<file path="src/rtl/lfsr_prbs_gen_check.sv">
// lfsr_prbs_gen_check: Galois LFSR pattern generator plus a self-synchronising checker.
//
// The generator steps a WIDTH-bit Galois LFSR (tap mask POLY, feedback into bit 0).
// The checker hunts for the same sequence in i_chk_data, locks after LOCK_CNT consecutive
// correct predictions, then free-runs its prediction and counts word errors until
// LOSS_CNT consecutive mismatches drop lock.
//
// Build option: define LFSR_ZERO_ESCAPE_EN to fold the all-zero state into the sequence
// (period 2^WIDTH for a primitive POLY, zero seed legal). Undefined: period 2^WIDTH-1 and
// the all-zero state locks up.
//
// Ports:
//   clk           system clock, rising edge
//   i_rst         asynchronous active-high reset
//   i_soft_reset  synchronous generator load from i_seed (beats i_valid)
//   i_seed        runtime generator seed
//   i_valid       advance generator one step
//   o_lfsr        generator state register
//   i_chk_valid   qualifier for i_chk_data
//   i_chk_data    received word to check
//   i_clr_err     synchronous clear of o_err_cnt (beats a same-cycle increment)
//   o_lock        checker locked
//   o_err         one-cycle pulse per mismatch while locked
//   o_err_cnt     saturating mismatch count
module lfsr_prbs_gen_check #(
    parameter int unsigned      WIDTH    = 8,
    parameter logic [WIDTH-1:0] POLY     = WIDTH'('h1D),
    parameter logic [WIDTH-1:0] SEED     = WIDTH'('h01),
    parameter int unsigned      LOCK_CNT = 4,
    parameter int unsigned      LOSS_CNT = 4,
    parameter int unsigned      ERR_W    = 16
) (
    input  logic             clk,
    input  logic             i_rst,
    input  logic             i_soft_reset,
    input  logic [WIDTH-1:0] i_seed,
    input  logic             i_valid,
    output logic [WIDTH-1:0] o_lfsr,
    input  logic             i_chk_valid,
    input  logic [WIDTH-1:0] i_chk_data,
    input  logic             i_clr_err,
    output logic             o_lock,
    output logic             o_err,
    output logic [ERR_W-1:0] o_err_cnt
);

    localparam int unsigned MW = $clog2(LOCK_CNT + 1);
    localparam int unsigned LW = $clog2(LOSS_CNT + 1);

    typedef enum logic [1:0] {StHunt, StSync, StLock} chk_state_e;

    // Shared next-state function for generator and checker prediction.
    function automatic logic [WIDTH-1:0] lfsr_nxt(input logic [WIDTH-1:0] s);
        logic             fb;
        logic [WIDTH-1:0] n;
`ifdef LFSR_ZERO_ESCAPE_EN
        fb = s[WIDTH-1] ^ (s[WIDTH-2:0] == '0);
`else
        fb = s[WIDTH-1];
`endif
        n = {s[WIDTH-2:0], fb};
        n[WIDTH-1:1] = n[WIDTH-1:1] ^ (POLY[WIDTH-1:1] & {(WIDTH-1){fb}});
        return n;
    endfunction

    // ---------------- Generator ----------------
    logic [WIDTH-1:0] lfsr_q, lfsr_d;

    always_comb begin
        lfsr_d = lfsr_q;
        if (i_soft_reset) begin
            lfsr_d = i_seed;
        end else if (i_valid) begin
            lfsr_d = lfsr_nxt(lfsr_q);
        end
    end

    always_ff @(posedge clk or posedge i_rst) begin
        if (i_rst) begin
            lfsr_q <= SEED;
        end else begin
            lfsr_q <= lfsr_d;
        end
    end

    assign o_lfsr = lfsr_q;

    // ---------------- Checker ----------------
    chk_state_e       state_q, state_d;
    logic [WIDTH-1:0] pred_q, pred_d;
    logic [MW-1:0]    match_cnt_q, match_cnt_d;
    logic [LW-1:0]    miss_cnt_q, miss_cnt_d;
    logic             err_q, err_d;
    logic [ERR_W-1:0] err_cnt_q, err_cnt_d;

    logic [MW-1:0] match_inc;
    logic [LW-1:0] miss_inc;
    logic          hit;
    logic          count_err;

    assign match_inc = match_cnt_q + MW'(1);
    assign miss_inc  = miss_cnt_q + LW'(1);
    assign hit       = (i_chk_data == pred_q);

    always_comb begin
        state_d     = state_q;
        pred_d      = pred_q;
        match_cnt_d = match_cnt_q;
        miss_cnt_d  = miss_cnt_q;
        count_err   = 1'b0;
        if (i_chk_valid) begin
            unique case (state_q)
                StHunt: begin
                    pred_d      = lfsr_nxt(i_chk_data);
                    match_cnt_d = '0;
                    state_d     = StSync;
                end
                StSync: begin
                    // Reseeding from data on mismatch too, so the checker re-aligns.
                    pred_d = lfsr_nxt(i_chk_data);
                    if (hit) begin
                        if (match_inc == MW'(LOCK_CNT)) begin
                            state_d     = StLock;
                            match_cnt_d = '0;
                            miss_cnt_d  = '0;
                        end else begin
                            match_cnt_d = match_inc;
                        end
                    end else begin
                        match_cnt_d = '0;
                    end
                end
                StLock: begin
                    // Free-running so corrupted words cannot pull the prediction off.
                    pred_d = lfsr_nxt(pred_q);
                    if (hit) begin
                        miss_cnt_d = '0;
                    end else begin
                        count_err = 1'b1;
                        if (miss_inc == LW'(LOSS_CNT)) begin
                            state_d    = StHunt;
                            miss_cnt_d = '0;
                        end else begin
                            miss_cnt_d = miss_inc;
                        end
                    end
                end
                default: state_d = StHunt;
            endcase
        end
    end

    always_comb begin
        err_d     = count_err;
        err_cnt_d = err_cnt_q;
        if (i_clr_err) begin
            err_cnt_d = '0;
        end else if (count_err && (err_cnt_q != '1)) begin
            err_cnt_d = err_cnt_q + ERR_W'(1);
        end
    end

    always_ff @(posedge clk or posedge i_rst) begin
        if (i_rst) begin
            state_q     <= StHunt;
            pred_q      <= '0;
            match_cnt_q <= '0;
            miss_cnt_q  <= '0;
            err_q       <= 1'b0;
            err_cnt_q   <= '0;
        end else begin
            state_q     <= state_d;
            pred_q      <= pred_d;
            match_cnt_q <= match_cnt_d;
            miss_cnt_q  <= miss_cnt_d;
            err_q       <= err_d;
            err_cnt_q   <= err_cnt_d;
        end
    end

    assign o_lock    = (state_q == StLock);
    assign o_err     = err_q;
    assign o_err_cnt = err_cnt_q;

endmodule

</file>
<file path="config.mk">
export PLATFORM = sky130hd
export DESIGN_NAME = lfsr_prbs_gen_check
export DESIGN_NICKNAME = d
export VERILOG_FILES = /design/src/rtl/lfsr_prbs_gen_check.sv
export SDC_FILE = /design/constraint.sdc
export NUM_CORES = 1
export LEC_CHECK = 0
export BUFFER_PORTS_ARGS = -buffer_cell sky130_fd_sc_hd__buf_4
export CAP_MARGIN = 20
export CORE_ASPECT_RATIO = 1.4
export CORE_MARGIN = 5
export CORE_UTILIZATION = 55
export CTS_BUF_LIST = sky130_fd_sc_hd__clkbuf_16
export DETAILED_ROUTE_END_ITERATION = 10
export PLACE_DENSITY = 0.9
export SLEW_MARGIN = 20
export SYNTH_ARGS = -nofsm -noshare
export SYNTH_HDL_FRONTEND = slang
export SYNTH_SLANG_ARGS = --single-unit
</file>
<file path="constraint.sdc">
create_clock -name clk -period 2.2 [get_ports clk]
set_clock_uncertainty 0.05 [all_clocks]
set_input_delay 0.11 -clock clk [delete_from_list [all_inputs] [get_ports clk]]
set_output_delay 0.11 -clock clk [all_outputs]
set_load 0.05 [all_outputs]
</file>
---- Word-level counts from Yosys, hierarchy flattened ----
Cells that the tools add are included.
storage, ports and cells
  bits in registers ....................... 41
  bits of input ports ..................... 22
  word-level logic and storage cells ...... 56
cells by class
  add/sub/neg operators ................... 3
  equality and inequality tests ........... 10
  mux-type cells .......................... 21
  bitwise logic cells ..................... 3
  reductions and logical operators ........ 12
operators by type and width
  operator                                              count
  2-to-1 mux 16 bit                                     2
  bitwise XOR 7 x 4 -> 7 bit                            3
  2-to-1 mux 3 bit                                      6
  adder 16 x 1 -> 16 bit (second input constant)        1
  2-to-1 mux 8 bit                                      2
  != test 16 bit (second input constant)                1
  one-hot mux 8 bit (2 select lines)                    1
  one-hot mux 3 bit (2 select lines)                    2
  nonzero test 2 bit                                    5
  equality test 8 bit                                   1
  2-to-1 mux 2 bit                                      4
  adder 3 x 1 -> 3 bit (second input constant)          2
  equality test 3 bit (second input constant)           2
  != test 2 bit (second input constant)                 3
  one-hot mux 2 bit (3 select lines)                    1
  AND reduction 5 bit                                   1
  AND reduction 2 bit                                   2
  AND reduction 4 bit                                   1
  2-to-1 mux 1 bit                                      3
  equality test 2 x 1 -> 1 bit (second input constant)  1
  equality test 2 bit (second input constant)           1
  zero test 2 bit                                       1
  != test 2 x 1 -> 1 bit (second input constant)        1
  OR reduction 2 bit                                    1
  logical AND 1 bit                                     1

---- Depth between registers and ports, before layout ----
Gate-level depths: netlist of run 1.
  depth in word-level cells ............... 7
  mapped depth ............................ 9
  mapped depth without buffers ............ 8

---- Least setup slack after synthesis of run 1 ----
No wires, ideal clock.
  path kind ............................... reg-to-reg
  from .................................... register err_cnt_q[0] (netlist: o_err_cnt[0])
  to ...................................... register err_cnt_q[1] (netlist: o_err_cnt[1])
  setup time .............................. 0.078 ns
  arrival time ............................ 2.117 ns
  slack ................................... -0.045 ns
  stages on the path, launching flop included .. 8
  path buffers ............................ 1
  period minus slack after synthesis ...... 2.245 ns
  path through ............................ dfrtp_1 -> ha_1 -> and4_1 -> nand4_1 -> nor2_1 -> buf_2 -> o21ai_0 -> a21oi_1
between the ends
  longest elaborated chain between the ends .. 3
RTL lines
  element                                                   RTL line  RTL
  start, declared                                           94        logic [ERR_W-1:0] err_cnt_q, err_cnt_d;
  start signal, assigned                                    177       err_cnt_q <= err_cnt_d;
  adder 16 x 1 -> 16 bit or != test 16 bit (tied branches)  159, 158
  2-to-1 mux 16 bit or logical AND 1 bit (tied branches)    158       end else if (count_err && (err_cnt_q != '1)) begin
  2-to-1 mux 16 bit or nonzero test 2 bit (tied branches)   n/a
Parallel ways exist; a longest one is shown, timed or not. The select of a mux whose other input is x is not followed.
A chain may end at the register's enable or synchronous reset.

---- Worst setup path in the final report of run 1 ----
  from .................................... register state_q[0]
  to ...................................... register err_cnt_q[15] (netlist: o_err_cnt[15])
between the ends
  longest elaborated chain between the ends .. 5
RTL lines
  element                              RTL line  RTL
  start, declared                      89        chk_state_e state_q, state_d;
  start signal, assigned               165       state_q <= StHunt;
  start signal, assigned               172       state_q <= state_d;
  equality test 2 bit                  112       unique case (state_q)
  2-to-1 mux 1 bit                     112
  2-to-1 mux 1 bit                     111       if (i_chk_valid) begin
  logical AND 1 bit                    158
  nonzero test 2 bit (no source line)  n/a
No other way between the ends.

==> impl_metrics.py, run 1 <==
metrics = {
    "status": {
        "status": "complete, but fails checks",
        "violations": "hold timing",
    },
    "layout": {
        "layout-drive-gt1-share_pct": 25.0,
        "final_cell_mix": "buf_4 (54), dfrtp_1 (38), nand2_1 (28)",
        "final_common_cell": "buf_4",
        "fin_nets": 330,
        "n_antenna_cell": 0,
        "area_growth_pct": 25.1,
    },
    "worst_setup_path": {
        "worstSetupPathType": "flip-flop to flip-flop",
        "critPathSlowestCell": "or4_1",
        "path_delay_family": "simple AND/OR/NAND/NOR gates",
        "cp-start-kind": "flip-flop",
        "r2r-start": "state_q[0]",
        "reg2regPathDepth": 8,
        "r2r_slack_ns": 0.14,
        "r2r-end": "o_err_cnt[15]",
        "cp-startpoint": "state_q[0]",
        "crit_arrival_ns": 2.22,
        "max_stage_delay_ns": 0.52,
        "endpoint_kind": "flip-flop",
        "path_buf_inv": 3,
        "critical_path_peak_fanout": 16,
        "required_ns": 2.35,
        "worstPathCellList": "inv_2 -> nand2_4 -> clkinv_2 -> nand2_1 -> a21o_1 -> buf_4 -> or4_1 -> a21oi_1",
    },
    "global_route": {
        "grt_pass1_vias": 2136,
        "met2_usage_pct": 37.1,
        "grt.busiest_layer": "met2",
        "grt_max_degree": 42,
        "track_usage_pct": 19.8,
        "antenna_found_initial": 0,
        "grt_first_pass_wirelength_um": 9020,
        "grt_util_met3_pct": 4.13,
        "grt-ovfl-total": 0,
        "use_met1_pct": 21.7,
    },
    "sta": {
        "final.min_clock_period_ns": 2.06,
        "period_share_pct": 93.7,
        "tns_ns": 0,
        "final_hold_viol_count": 2,
        "setup_violations": 0,
        "rsz0062_at_grt": "false",
        "hold_slack_ns": -0.00301,
        "timing.fmax_ghz": 0.485,
        "drv_slew": 0,
        "max-slew-margin-rel_pct": 65.4,
        "tightest_slew_ns": 0.519,
    },
    "min_path": {
        "holdPathStages": 3,
        "hold_end": "o_lfsr[5]",
        "hp-class": "input pin to flip-flop",
        "min_from": "i_seed[5]",
    },
    "detailed_routing": {
        "drt_wl_total_um": 5220,
        "drt_iter0_drc": 165,
        "wl_per_cell_um": 15.0,
        "ant_nets": 0,
        "firstDrtPassIters": 4,
        "vias": 2082,
        "route.detailed.drc": 0,
        "vias_per_cell": 5.97,
    },
    "power_and_ir_drop": {
        "intPower_w": 0.00138,
        "switching_share_pct": 28.1,
        "p_comb_share_pct": 18.3,
        "switchingPower_w": 0.000538,
        "p_leak_nw": 1.32,
        "ir_worst_vdd_uv": 446,
        "power_frac_seq_pct": 45.8,
        "p_per_area_nw_per_um2": 655,
        "p_clk_share_pct": 35.9,
    },
    "floorplanning": {
        "start_util_pct": 56.1,
        "io_pins": 48,
        "dieHeight_um": 87.1,
        "dieArea_sq_um": 5670,
        "die_x_um": 65.1,
        "rows": 28,
        "fp.coreArea_sq_um": 4170,
    },
    "synth": {
        "synth_nets": 278,
        "ys_seq_area_share_pct": 44.0,
        "syn_avg_cell_area_sq_um": 9.31,
        "synthFlopType": "dfrtp_1",
        "synth-seq-cells": 41,
        "synth_edf_count": 0,
        "yosys_warnings": 0,
        "async_flop_share_pct": 100,
        "synth_cell_types": 44,
        "synth_area_sq_um": 2340,
        "synthCells": 251,
    },
    "placed_design": {
        "hpwlAfterDp_um": 3800,
        "io_buffer_count": 47,
        "place_congestion": 0.844,
    },
    "clocking": {
        "clk_latency_ns": 0.28,
        "cts_buffers": 5,
        "cts_max_path_buffers": 2,
        "postCtsSetupRepairBufs": 0,
        "clock_sinks": 41,
        "cts_tree": "built",
        "root_buffer": "clkbuf_16",
        "clkTransAtPathRegs_ns": 0.06,
        "htreeDepth": 2,
    },
    "run": {
        "max_cap_violations": 0,
    },
}
==> worst max-delay path by stage <==
stage | to | cells past startpoint
after floorplan | o_err_cnt[2] | 6
after global placement | o_err_cnt[10] | 8
after detailed placement | o_err_cnt[9] | 7
after CTS | o_err_cnt[15] | 8
after global routing | o_err_cnt[15] | 8
final | o_err_cnt[15] | 8
==> area by class of cell <==
class / instances / area (sq um)
fill: 348 / 1250
multi-input combinational: 186 / 1190
sequential: 41 / 1030
timing repair buffer: 59 / 465
clock buffer: 5 / 125
tap: 45 / 56.3
inverter: 10 / 38.8
clock inverter: 3 / 13.8
==> sequential cells by signal, summed over array words and instances, names as in the netlist <==
signal       count
o_err_cnt       16
miss_cnt_q       3
o_lfsr           8
match_cnt_q      3
state_q          2
pred_q           8
o_err            1
==> logic make-up after synthesis <==
logic type / synth area share [%]
AND/OR/NAND/NOR: 19.5
AO/OA/AOI/OAI: 19.1
flip-flops: 44.0
buffers and inverters: 4.98
XOR/XNOR: 6.75
multiplexers: 3.05
adder cells (fa/ha/maj): 2.68
==> per-layer routing <==
metal | routed length (um) | up-vias
met5 | 0 | -
met4 | 122 | 0
met3 | 266 | 14
met2 | 2740 | 55
met1 | 2100 | 999
li1 | - | 1014
==> Yosys cell counts (2+ instances only) <==
| cell | n | area share, % |
|---|---|---|
| a21o_1 | 3 | 0.96 |
| o21ai_0 | 21 | 4.5 |
| or4_1 | 9 | 2.9 |
| clkbuf_1 | 6 | 0.96 |
| a21oi_1 | 19 | 4.1 |
| nor4_2 | 2 | 1.1 |
| or3_1 | 2 | 0.54 |
| nand2b_1 | 2 | 0.54 |
| nand4b_1 | 2 | 0.75 |
| dfrtp_1 | 40 | 43 |
| and2_1 | 2 | 0.54 |
| ha_1 | 5 | 2.7 |
| inv_2 | 2 | 0.32 |
| nor2b_1 | 2 | 0.54 |
| nand3_1 | 13 | 2.8 |
| o22ai_1 | 10 | 2.7 |
| buf_2 | 2 | 0.43 |
| mux2i_1 | 6 | 2.6 |
| nand4_1 | 4 | 1.1 |
| o41ai_1 | 2 | 0.75 |
| a211oi_1 | 3 | 0.96 |
| nor2_1 | 9 | 1.4 |
| buf_4 | 4 | 1.3 |
| and4_1 | 3 | 1.1 |
| xor2_1 | 14 | 5.2 |
| o31ai_1 | 10 | 3.2 |
| xnor2_1 | 4 | 1.5 |
| nand2_1 | 28 | 4.5 |
| inv_1 | 7 | 1.1 |
==> power groups by stage <==
stage | clock network [W] | registers (W) | logic [W]
after floorplan | 0 | 0.000932 | 0.000192
after global placement | 0 | 0.000885 | 0.000336
after detailed placement | 0 | 0.000890 | 0.000345
after CTS | 0.000696 | 0.000878 | 0.000354
after global routing | 0.000730 | 0.000888 | 0.000402
final | 0.000687 | 0.000878 | 0.000350
==> worst register-to-register path: cells and delay by family (launching register included) <==
kind / cells / cell delay (ns)
simple gates: 3 / 0.70
buf+inv: 3 / 0.44
compound gates: 2 / 0.37
flops: 1 / 0.43
==> per-stage QoR <==
step / std cells / power, W / utilization, % / instance area [sq um] / setup WS [ns]
finish: 349 / 0.00192 / 70.1 / 2920 / 0.139
detailed placement: 337 / 0.00124 / 65.8 / 2740 / 0.185
CTS: 349 / 0.00193 / 70.1 / 2920 / 0.150
global route: 349 / 0.00202 / 70.1 / 2920 / 0.00731
floorplan: 251 / 0.00112 / - / 2340 / 0.125
global placement: 337 / 0.00122 / 65.8 / 2740 / 0.206
==> repair_timing <==
| item | in CTS | in global routing |
|---|---|---|
| gates resized for setup | 0 | 0 |
| hold endpoints to repair | 43 | 0 |
| hold buffers | 4 | 0 |
No activity file was read; power rests on OpenSTA's default activity.
==> run 2: changes to the inputs <==
CELL_PAD_IN_SITES_DETAIL_PLACEMENT = 0   (was default)
CELL_PAD_IN_SITES_GLOBAL_PLACEMENT = 1   (was default)
CORE_UTILIZATION = 37   (was 55)
PLACE_DENSITY = 0.85   (was 0.9)
clock period = 1.75 ns   (was 2.2 ns; I/O delays follow)
==> impl_metrics.py, run 2 (synthesized netlist as in run 1, its figures left out) <==
metrics = {
    "floorplanning": {
        "fp.coreArea_sq_um": 6170,
        "start_util_pct": 37.9,
        "dieHeight_um": 104,
        "die_x_um": 77.2,
        "rows": 34,
        "dieArea_sq_um": 8030,
        "io_pins": 48,
    },
    "sta": {
        "final_hold_viol_count": 0,
        "setup_slack_ns": -0.275,
        "setup_violations": 18,
        "timing.fmax_ghz": 0.494,
        "final.min_clock_period_ns": 2.03,
        "rsz0062_at_grt": "true",
        "drv_slew": 0,
        "max-slew-margin-rel_pct": 64.6,
        "tightest_slew_ns": 0.531,
        "period_share_pct": 116,
    },
    "placed_design": {
        "place_congestion": 0.807,
        "hpwlAfterDp_um": 4350,
        "io_buffer_count": 47,
        "place_ws_ns": -0.169,
    },
    "clocking": {
        "clkTransAtPathRegs_ns": 0.06,
        "cts_buffers": 5,
        "cts_tree": "built",
        "cts_max_path_buffers": 2,
        "root_buffer": "clkbuf_16",
        "htreeDepth": 2,
        "clock_sinks": 41,
        "clk_latency_ns": 0.28,
    },
    "run": {
        "max_cap_violations": 0,
    },
    "power_and_ir_drop": {
        "ir_worst_vdd_uv": 495,
        "p_total_w": 0.00250,
        "p_per_area_nw_per_um2": 679,
        "p_leak_nw": 1.66,
    },
    "layout": {
        "final_common_cell": "buf_4",
        "n_antenna_cell": 0,
        "final_cell_mix": "buf_4 (98), dfrtp_1 (34), nand2_1 (28)",
        "layout-drive-gt1-share_pct": 44.9,
        "largest_reg_flops": 16,
        "area_growth_pct": 57.3,
        "fin_nets": 387,
    },
    "worst_setup_path": {
        "cp-start-kind": "flip-flop",
        "critPathSlowestCell": "dfrtp_2",
        "max_stage_delay_ns": 0.43,
        "critical_path_peak_fanout": 3,
        "required_ns": 1.91,
        "critPathMostFrequentCell": "nand4_1",
        "worstSetupPathType": "flip-flop to flip-flop",
        "endpoint_kind": "flip-flop",
        "worstPathCellList": "ha_4 -> and4_4 -> nand4_1 -> nand4_1 -> buf_4 -> or4_4 -> a21oi_2",
        "crit_arrival_ns": 2.19,
    },
    "global_route": {
        "grt_first_pass_wirelength_um": 10700,
        "grt_pass1_vias": 2247,
        "grt_max_degree": 42,
        "antenna_found_initial": 0,
        "grt-ovfl-total": 0,
        "track_usage_pct": 16.0,
    },
    "status": {
        "status": "complete, but fails checks",
        "violations": "setup timing",
    },
    "detailed_routing": {
        "vias_per_cell": 5.36,
        "ant_nets": 0,
        "firstDrtPassIters": 5,
        "wl_per_cell_um": 15.3,
        "route.detailed.drc": 0,
        "drt_iter0_drc": 128,
        "vias": 2322,
        "drt_wl_total_um": 6620,
    },
    "min_path": {
        "hp-class": "input pin to flip-flop",
    },
}
run 2: changes by cell type in the layout (fill, tap and decap cells not counted), moves of 4 or more:
cell	before	now
buf_4	54	98
a21oi_1	19	14
a21oi_2	0	5
buf_6	0	5
dlygate4sd3_1	4	9
dfrtp_1	38	34
dfrtp_2	2	6
or4_1	9	5
or4_4	0	4
xor2_1	14	10
xor2_2	0	4
run 2: what timing repair did:
action                                  in CTS  in global routing
endpoints found under the setup margin      21                 24
hold endpoints to repair                    48                  0
buffers inserted                             8                  6
gates cloned                                 1                  1
hold buffers                                 9                  0
resized for setup                           17                 26
pin swaps                                   20                 19
run 2: worst max-delay path: cells and delay by family (launching register included):
kind | cells | cell delay, ns
DFF | 1 | 0.43
adders and majority gates | 1 | 0.16
buffers and inverters | 1 | 0.21
and+or+nand+nor | 4 | 0.97
AOI/OAI and AO/OA | 1 | 0.13
run 2: power by group:
| group | total (W) | internal [W] | switching [W] | leakage, nW |
|---|---|---|---|---|
| sequential | 0.00110 | 0.00103 | 0.0000689 | 0.517 |
| clock | 0.000869 | 0.000513 | 0.000355 | 0.0738 |
| combinational | 0.000531 | 0.000246 | 0.000285 | 1.07 |
| total | 0.00250 | 0.00179 | 0.000709 | 1.66 |
run 2: per-stage QoR:
stage,cells,hold slack (ns),area [sq um],util (%),setup TNS (ns)
2_1_floorplan,251,0.113,2380,-,-2.70
3_3_place_gp,401,0.215,3110,50.3,-1.40
3_5_place_dp,401,0.214,3110,50.3,-2.09
4_1_cts,427,0.0453,3500,56.8,-1.58
5_1_grt,433,0.0783,3680,59.6,-4.76
6_report,433,0.0575,3680,59.6,-2.71
run 2: path summary, 6_finish.rpt:
kind	start	end	slack [ns]	depth (start not counted)
min in group asynchronous	i_rst	match_cnt_q[2]	0.45	4
max	o_err_cnt[0]	o_err_cnt[11]	-0.28	7
max in group asynchronous	i_rst	o_err_cnt[10]	0.81	4
min	i_soft_reset	o_lfsr[0]	0.06	2
max reg2reg	o_err_cnt[0]	o_err_cnt[11]	-0.28	7
min reg2reg	miss_cnt_q[0]	miss_cnt_q[0]	0.46	1
run 2: per-layer routing:
metal | routed length (um) | vias up | global-route usage, %
met3 | 260 | 13 | 3.73
met4 | 136 | 0 | 4.55
met2 | 3550 | 47 | 28.7
met5 | 0 | - | 0
met1 | 2680 | 1132 | 18.6
li1 | - | 1130 | -
run 2: final cells by class:
class,instances,area [sq um]
Inverter,10,42.5
Clock inverter,3,11.3
Sequential cell,41,1030
Tap cell,72,90.1
Timing Repair Buffer,116,962
Clock buffer,5,125
Multi-Input combinational cell,186,1410
Fill cell,524,2490
